`src/rtl/iir_decimator_fifo_pkg.sv`:
```
// Shared definitions for the IIR decimator output stage: default sample width,
// the sample type, and helpers that size the accumulator and rounding term.
package iir_decimator_fifo_pkg;

    localparam int DW_DEFAULT = 32;

    typedef logic signed [DW_DEFAULT-1:0] sample_t;

    // Accumulator width that holds the sum of 2^log2_decim samples without overflow.
    function automatic int acc_w(input int dw, input int log2_decim);
        return dw + log2_decim;
    endfunction

    // Half of the divisor, added before the arithmetic shift so that ties round toward +inf.
    // A decimation factor of 1 needs no rounding.
    function automatic longint round_const(input int log2_decim);
        if (log2_decim == 0) begin
            return 64'sd0;
        end
        return longint'(1) << (log2_decim - 1);
    endfunction

endpackage

```
`src/rtl/iir_decimator_fifo_sync_fifo_fwft.sv`:
```
// First-word-fall-through FIFO: the head entry is visible on dout whenever the
// FIFO holds data, and dout keeps its last value while the FIFO is empty.
module sync_fifo_fwft
    import iir_decimator_fifo_pkg::*;
#(
    parameter int DW = DW_DEFAULT,
    parameter int AW = 3
) (
    input  logic          clk,
    input  logic          rst,
    input  logic          flush,
    input  logic          push,
    input  logic          pop,
    input  logic [DW-1:0] din,
    output logic [DW-1:0] dout,
    output logic          full,
    output logic          empty,
    output logic [AW:0]   fill
);

    localparam int DEPTH = 1 << AW;

    logic [AW:0]   wr_q, wr_d;
    logic [AW:0]   rd_q, rd_d;
    logic [DW-1:0] mem_q [DEPTH];
    logic [DW-1:0] mem_d [DEPTH];
    logic [DW-1:0] last_q, last_d;

    logic pop_ok;
    logic push_ok;

    // Pointers carry one extra wrap bit so full and empty can be told apart.
    assign fill  = wr_q - rd_q;
    assign empty = (wr_q == rd_q);
    assign full  = (wr_q[AW] != rd_q[AW]) && (wr_q[AW-1:0] == rd_q[AW-1:0]);
    assign dout  = empty ? last_q : mem_q[rd_q[AW-1:0]];

    // A pop on an empty FIFO is ignored; a push into a full FIFO only lands if the head leaves on the same edge.
    assign pop_ok  = pop && !empty;
    assign push_ok = push && (!full || pop_ok);

    // Next-state for storage, pointers and the held output; flush resets the pointers and drops any push.
    always_comb begin
        wr_d   = wr_q;
        rd_d   = rd_q;
        mem_d  = mem_q;
        last_d = dout;
        if (flush) begin
            wr_d = '0;
            rd_d = '0;
        end else begin
            if (push_ok) begin
                mem_d[wr_q[AW-1:0]] = din;
                wr_d = wr_q + 1'b1;
            end
            if (pop_ok) begin
                rd_d = rd_q + 1'b1;
            end
        end
    end

    // State registers with asynchronous active-low reset.
    always_ff @(posedge clk or negedge rst) begin
        if (!rst) begin
            wr_q   <= '0;
            rd_q   <= '0;
            mem_q  <= '{default: '0};
            last_q <= '0;
        end else begin
            wr_q   <= wr_d;
            rd_q   <= rd_d;
            mem_q  <= mem_d;
            last_q <= last_d;
        end
    end

endmodule

```
`src/rtl/iir_decimator_fifo.sv`:
```
// Decimates the filtered sample stream by 2^LOG2_DECIM with a rounded boxcar
// average and buffers the results in a FWFT FIFO towards a slower consumer.
module iir_decimator_fifo
    import iir_decimator_fifo_pkg::*;
#(
    parameter int DW         = DW_DEFAULT,
    parameter int LOG2_DECIM = 2,
    parameter int FIFO_AW    = 3
) (
    input  logic             clk,
    input  logic             rst,
    input  logic             flush,
    input  logic             in_valid,
    input  logic [DW-1:0]    x_in,
    input  logic             out_ready,
    output logic             out_valid,
    output logic [DW-1:0]    y_out,
    output logic [FIFO_AW:0] fill,
    output logic             ovf,
    input  logic             clr_ovf
);

    localparam int AW = acc_w(DW, LOG2_DECIM);
    localparam int PW = (LOG2_DECIM == 0) ? 1 : LOG2_DECIM;
    localparam logic [PW-1:0] PHASE_LAST = PW'((1 << LOG2_DECIM) - 1);
    localparam logic signed [AW-1:0] ROUND_C = AW'(round_const(LOG2_DECIM));

    logic signed [AW-1:0] acc_q, acc_d;
    logic [PW-1:0]        phase_q, phase_d;
    logic                 pv_q, pv_d;
    logic [DW-1:0]        avg_q, avg_d;
    logic                 ovf_q, ovf_d;

    logic signed [DW-1:0] x_s;
    logic signed [AW-1:0] x_ext;
    logic signed [AW-1:0] sum;
    logic                 fifo_full;
    logic                 fifo_empty;
    logic                 pop_fire;
    logic                 drop;

    // Sign-extend before adding; the widened accumulator cannot overflow over one frame.
    assign x_s   = x_in;
    assign x_ext = AW'(x_s);
    assign sum   = acc_q + x_ext;

    assign out_valid = !fifo_empty;
    assign pop_fire  = out_ready && out_valid;
    assign drop      = pv_q && fifo_full && !pop_fire && !flush;
    assign ovf       = ovf_q;

    // Accumulate a frame, and on its last sample form the rounded average for the one-cycle pipeline stage.
    always_comb begin
        acc_d   = acc_q;
        phase_d = phase_q;
        pv_d    = 1'b0;
        avg_d   = avg_q;
        if (flush) begin
            acc_d   = '0;
            phase_d = '0;
        end else if (in_valid) begin
            if (phase_q == PHASE_LAST) begin
                avg_d   = DW'((sum + ROUND_C) >>> LOG2_DECIM);
                pv_d    = 1'b1;
                acc_d   = '0;
                phase_d = '0;
            end else begin
                acc_d   = sum;
                phase_d = phase_q + 1'b1;
            end
        end
    end

    // Sticky overflow: a dropped sample sets it even when a clear arrives on the same edge.
    always_comb begin
        ovf_d = ovf_q;
        if (clr_ovf) begin
            ovf_d = 1'b0;
        end
        if (drop) begin
            ovf_d = 1'b1;
        end
    end

    // Decimator state registers with asynchronous active-low reset.
    always_ff @(posedge clk or negedge rst) begin
        if (!rst) begin
            acc_q   <= '0;
            phase_q <= '0;
            pv_q    <= 1'b0;
            avg_q   <= '0;
            ovf_q   <= 1'b0;
        end else begin
            acc_q   <= acc_d;
            phase_q <= phase_d;
            pv_q    <= pv_d;
            avg_q   <= avg_d;
            ovf_q   <= ovf_d;
        end
    end

    sync_fifo_fwft #(
        .DW (DW),
        .AW (FIFO_AW)
    ) u_fifo (
        .clk   (clk),
        .rst   (rst),
        .flush (flush),
        .push  (pv_q),
        .pop   (out_ready),
        .din   (avg_q),
        .dout  (y_out),
        .full  (fifo_full),
        .empty (fifo_empty),
        .fill  (fill)
    );

endmodule

```
`config.mk`:
```
export PLATFORM = sky130hd
export DESIGN_NAME = iir_decimator_fifo
export DESIGN_NICKNAME = d
export VERILOG_FILES = /design/src/rtl/iir_decimator_fifo_pkg.sv /design/src/rtl/iir_decimator_fifo_sync_fifo_fwft.sv /design/src/rtl/iir_decimator_fifo.sv
export SDC_FILE = /design/constraint.sdc
export NUM_CORES = 1
export LEC_CHECK = 0
export ABC_CLOCK_PERIOD_IN_PS = 6100
export CAP_MARGIN = 20
export CORE_MARGIN = 3
export CORE_UTILIZATION = 57
export CTS_CLUSTER_DIAMETER = 150
export DETAILED_ROUTE_END_ITERATION = 16
export GPL_ROUTABILITY_DRIVEN = 1
export PLACE_DENSITY = 0.79
export RECOVER_POWER = 100
export SLEW_MARGIN = 10
export SYNTH_ARGS = -nofsm -noshare
export SYNTH_HDL_FRONTEND = slang
export SYNTH_SLANG_ARGS = --single-unit
```
`constraint.sdc`:
```
create_clock -name clk -period 6.1 [get_ports clk]
set_clock_uncertainty 0.05 [all_clocks]
set_input_delay 1.83 -clock clk [delete_from_list [all_inputs] [get_ports clk]]
set_output_delay 1.83 -clock clk [all_outputs]
set_load 0.02 [all_outputs]
```
==> metrics.md <==
| Metric | Value |
|---|---|
| Run status | complete, but fails checks |
| Failing checks | max-capacitance violations, max-slew violations |
| Number of flops mapped to enable cells by yosys | 0 |
| CP arrival | between 3000 and 4000 ps |
| Sum of negative setup slack | 0 ps |
| Proportion of layout cells with a drive suffix above 1 | 0.297 |
| Number of register bits inferred by synthesis | 366 |
| Worst slew slack as a fraction of its limit | -0.974 |
| Pin count of the biggest net entering global routing | between 100 and 150 |
| Portion of the post-synthesis area used by sequential elements | 0.497 |
| Max-cap viol count | 11 |
| Total count of max-transition violations in the final report | 449 |
| Longest Clk Path Bufs | 3 |
| Fraction of synthesized area in multiplexers | 0.254 |
| Overall Global Routing Usage | 0.246 |
| Dominant synthesized flop cell | sky130_fd_sc_hd__dfrtp_1 |
| Cell with the biggest individual delay on the critical path | sky130_fd_sc_hd__clkbuf_2 |
| Start-to-end type of the worst setup path | reg2out |
| Data required time of the critical path | 4220 ps |
| Quantity of hold-fixing buffers added after cts | 0 |
| Buffering stage count on the worst path with inverters included | 3 |
| Unique masters post-synth | between 90 and 100 |
| DIE AREA | about 35000 µm² |
| Final Cycle Share | 0.936 |
| Post-CTS sizing | 0 |
| Endpoints failing setup | 0 |
| Post-layout min period | roughly 5700 ps |
| Instance count after placement with tap cells included | about 1900 |
| Detail Placement HPWL | around 27000 µm |
| Total gr overflow | 0 |
| N_diodes | 0 |
| Std-Cell Core Area | roughly 32000 µm² |
| HP Class | reg2reg |
| Number of post-CTS setup repair buffers | 0 |
| Number of cells in the finished layout apart from fillers | approximately 1900 |
| Mean number of vias per cell | about 6.2 |
| Clk sinks | between 300 and 400 |
| Worst reg2reg path depth | 6 |
| Horizontal die dimension | around 190 µm |
| Total stage count of the critical path | 6 |
| Placement row count | between 60 and 70 |
| DR vias | about 12000 |
| Yosys warning total | 0 |
| Max Freq | between 0.15 and 0.2 GHz |
| Final #Nets | 1588 |
| Dominant combinational cell family by area after synthesis | multiplexers |
| Worst hold slack across all endpoints | between 400 and 500 ps |
| Cell-by-cell trace of the critical path | buf_4 > clkbuf_2 > mux4_2 > mux2i_1 > o21ai_0 > dlygate4sd3_1 |
| Worst slew pin tran | around 3000 ps |
| Max FO, Critical Path | 39 |
| Delay contributed by the slowest stage of the critical path | about 940 ps |
| Worst setup timing slack at the placement stage | roughly 300 ps |
| RePlAce Congestion | 0.907 |
| DRT Wirelength | approximately 42000 µm |
| Asr flop ratio synth | 1.00 |
| DR pass1 iterations | 5 |
| Synthesized-area fraction occupied by and/or/nand/nor cells | 0.0886 |
| Total of buffers placed on input and output ports | 75 |
| Master cell of the clock root buffer | sky130_fd_sc_hd__clkbuf_16 |
| Adder-Cell Fraction of Synth Area | 0.0293 |
| Vias in the first global route | 12500 |
| Post-Syn Area | 18400 µm² |
| Synthesized area per cell | roughly 13 µm² |
| Total power of the final layout | 6020 µW |
| DRC errors left | 0 |
| Violation count after the first detailed-routing iteration | 719 |
| Area growth, synth to finish | 12.9% |
| Endpoint class of the critical path | output pin |
| Synthesized-area fraction occupied by ao, oa, aoi and oai cells | 0.0853 |
| Boundary Pins | 76 |
| CP top delay family | buffers and inverters |
| Launching element type of the critical path | flop |
| CTS tree | yes |
| Net count of the mapped netlist | roughly 1500 |
| Initial Util | 0.581 |
| Xor and xnor area share after synthesis | 0.0260 |
| Total count of hold-check failures in the final report | 0 |
| Unrepaired setup endpoints after global routing | no |
| Number of antenna violations at the first check in global routing | 0 |
| IR drop worst, VDD | 0.000238 V |
| Global-route wire length before repair | between 60000 and 70000 µm |
| Clk pin slew, worst setup/hold paths | 60 ps |
| Die Height | around 190 µm |
| Total power density per cell area | roughly 290 nW/µm² |
| Clock latency reported for the late side of the worst-skew pair | about 530 ps |
| Final worst-path setup slack | between 300 and 400 ps |
| Wire length per cell after detailed routing | 21.4 µm |
| CTS HTree Levels | 2 |
| Leakage component of the power | between 0.01 and 0.015 µW |
| Antenna Violating Nets Remaining | 0 |
| Number of instances in the synthesized netlist | ~1400 |
| Number of clock buffers inserted by TritonCTS | 39 |
| Fill cell instance count of the final layout | between 2000 and 2500 |
| Hold Path Depth | 2 |
-- synthesized netlist by cell type (4+ instances only) --
cell type                  count  area, µm²
sky130_fd_sc_hd__a21o_1       14        105
sky130_fd_sc_hd__a21oi_1      37        185
sky130_fd_sc_hd__a22o_1       30        263
sky130_fd_sc_hd__and2_1       10       62.6
sky130_fd_sc_hd__and3_1       10       62.6
sky130_fd_sc_hd__and4_1        6       52.6
sky130_fd_sc_hd__buf_1        20       75.1
sky130_fd_sc_hd__buf_2         5       25.0
sky130_fd_sc_hd__clkbuf_1     47        176
sky130_fd_sc_hd__dfrtp_1     366       9160
sky130_fd_sc_hd__ha_1         40        500
sky130_fd_sc_hd__inv_1        16       60.1
sky130_fd_sc_hd__mux2_2      257       2890
sky130_fd_sc_hd__mux2i_1      34        340
sky130_fd_sc_hd__mux4_2       64       1440
sky130_fd_sc_hd__nand2_1     119        447
sky130_fd_sc_hd__nand3_1      27        135
sky130_fd_sc_hd__nand4_1      10       62.6
sky130_fd_sc_hd__nor2_1       45        169
sky130_fd_sc_hd__nor3_1       13       65.1
sky130_fd_sc_hd__nor4_1        5       31.3
sky130_fd_sc_hd__nor4b_2       4       60.1
sky130_fd_sc_hd__o21a_1        4       30.0
sky130_fd_sc_hd__o21ai_0      85        425
sky130_fd_sc_hd__o21ai_1      11       55.1
sky130_fd_sc_hd__or3_1         5       31.3
sky130_fd_sc_hd__xnor2_1      37        324
sky130_fd_sc_hd__xor2_1       14        123
-- registers in the layout, indices dropped and copies added, names as in the netlist --
| name | count |
|---|---|
| pv_q | 1 |
| u_fifo.mem_q | 256 |
| acc_q | 34 |
| u_fifo.rd_q | 4 |
| ovf | 1 |
| avg_q | 32 |
| phase_q | 2 |
| u_fifo.last_q | 32 |
| u_fifo.wr_q | 4 |
-- cell type report --
| cell class | count | area (µm²) | share of cell area |
|---|---|---|---|
| Multi-Input combinational cell | 981 | 8860 | 0.425 |
| Sequential cell | 366 | 9160 | 0.440 |
| Inverter | 17 | 63.8 | 0.00307 |
| Clock buffer | 52 | 1120 | 0.0536 |
| Tap cell | 402 | 503 | 0.0242 |
| Timing Repair Buffer | 103 | 911 | 0.0438 |
| Clock inverter | 18 | 201 | 0.00968 |
-- worst paths after layout --
check / start / end / slack [ps]
min in group asynchronous: rst / u_fifo.last_q[28]$_DFF_PN0_ / 2130
max: u_fifo.rd_q[1]$_DFFE_PN0P_ / y_out[31] / 390
min: u_fifo.last_q[22]$_DFF_PN0_ / u_fifo.last_q[22]$_DFF_PN0_ / 430
max in group asynchronous: rst / u_fifo.mem_q[183]$_DFFE_PN0P_ / 940
max reg2reg: u_fifo.rd_q[0]$_DFFE_PN0P_ / u_fifo.mem_q[47]$_DFFE_PN0P_ / 1480
min reg2reg: u_fifo.last_q[22]$_DFF_PN0_ / u_fifo.last_q[22]$_DFF_PN0_ / 430
-- power by group --
part / internal (µW) / switching, µW
sequential: 2520 / 172
clock: 1430 / 982
combinational: 373 / 551
total: 4320 / 1700
-- stage by stage --
step | instance area [µm²] | utilization
floorplan | 18400 | -
global placement | 19700 | 0.620
detailed placement | 19700 | 0.620
CTS | 21000 | 0.662
global route | 20800 | 0.656
finish | 20800 | 0.656
-- cell usage in the layout, fill, tap and decap left out, types with 10 or more instances in the layout --
cell type	n
sky130_fd_sc_hd__a21o_1	14
sky130_fd_sc_hd__a21oi_1	37
sky130_fd_sc_hd__a22o_1	30
sky130_fd_sc_hd__and3_1	10
sky130_fd_sc_hd__buf_4	13
sky130_fd_sc_hd__clkbuf_1	15
sky130_fd_sc_hd__clkbuf_16	40
sky130_fd_sc_hd__clkdlybuf4s50_1	35
sky130_fd_sc_hd__dfrtp_1	364
sky130_fd_sc_hd__dlygate4sd3_1	39
sky130_fd_sc_hd__ha_1	40
sky130_fd_sc_hd__inv_1	16
sky130_fd_sc_hd__mux2_2	257
sky130_fd_sc_hd__mux2i_1	34
sky130_fd_sc_hd__mux4_2	64
sky130_fd_sc_hd__nand2_1	119
sky130_fd_sc_hd__nand3_1	27
sky130_fd_sc_hd__nand4_1	10
sky130_fd_sc_hd__nor2_1	45
sky130_fd_sc_hd__nor3_1	14
sky130_fd_sc_hd__o21ai_0	85
sky130_fd_sc_hd__o21ai_1	11
sky130_fd_sc_hd__xnor2_1	37
sky130_fd_sc_hd__xor2_1	14
-- cell families after synthesis --
family	after synthesis
buffers and inverters	93
adders and majority gates	42
muxes	355
DFF	366
AOI/OAI and AO/OA	230
xor gates and xnor gates	53
and+or+nand+nor	301
-- tightest hold or removal path: cells and delay by family (launching register included) --
| family | cells | cell delay [ps] |
|---|---|---|
| flip-flops | 1 | 320 |
| AND/OR/NAND/NOR | 1 | 40 |
| AO/OA/AOI/OAI | 1 | 80 |
-- routing by layer --
layer,global-route usage,part of all wire
met5,0,0
met4,0.0614,0.020
met3,0.0279,0.041
met2,0.427,0.50
met1,0.336,0.44
Power figures use the tool's default switching activity.
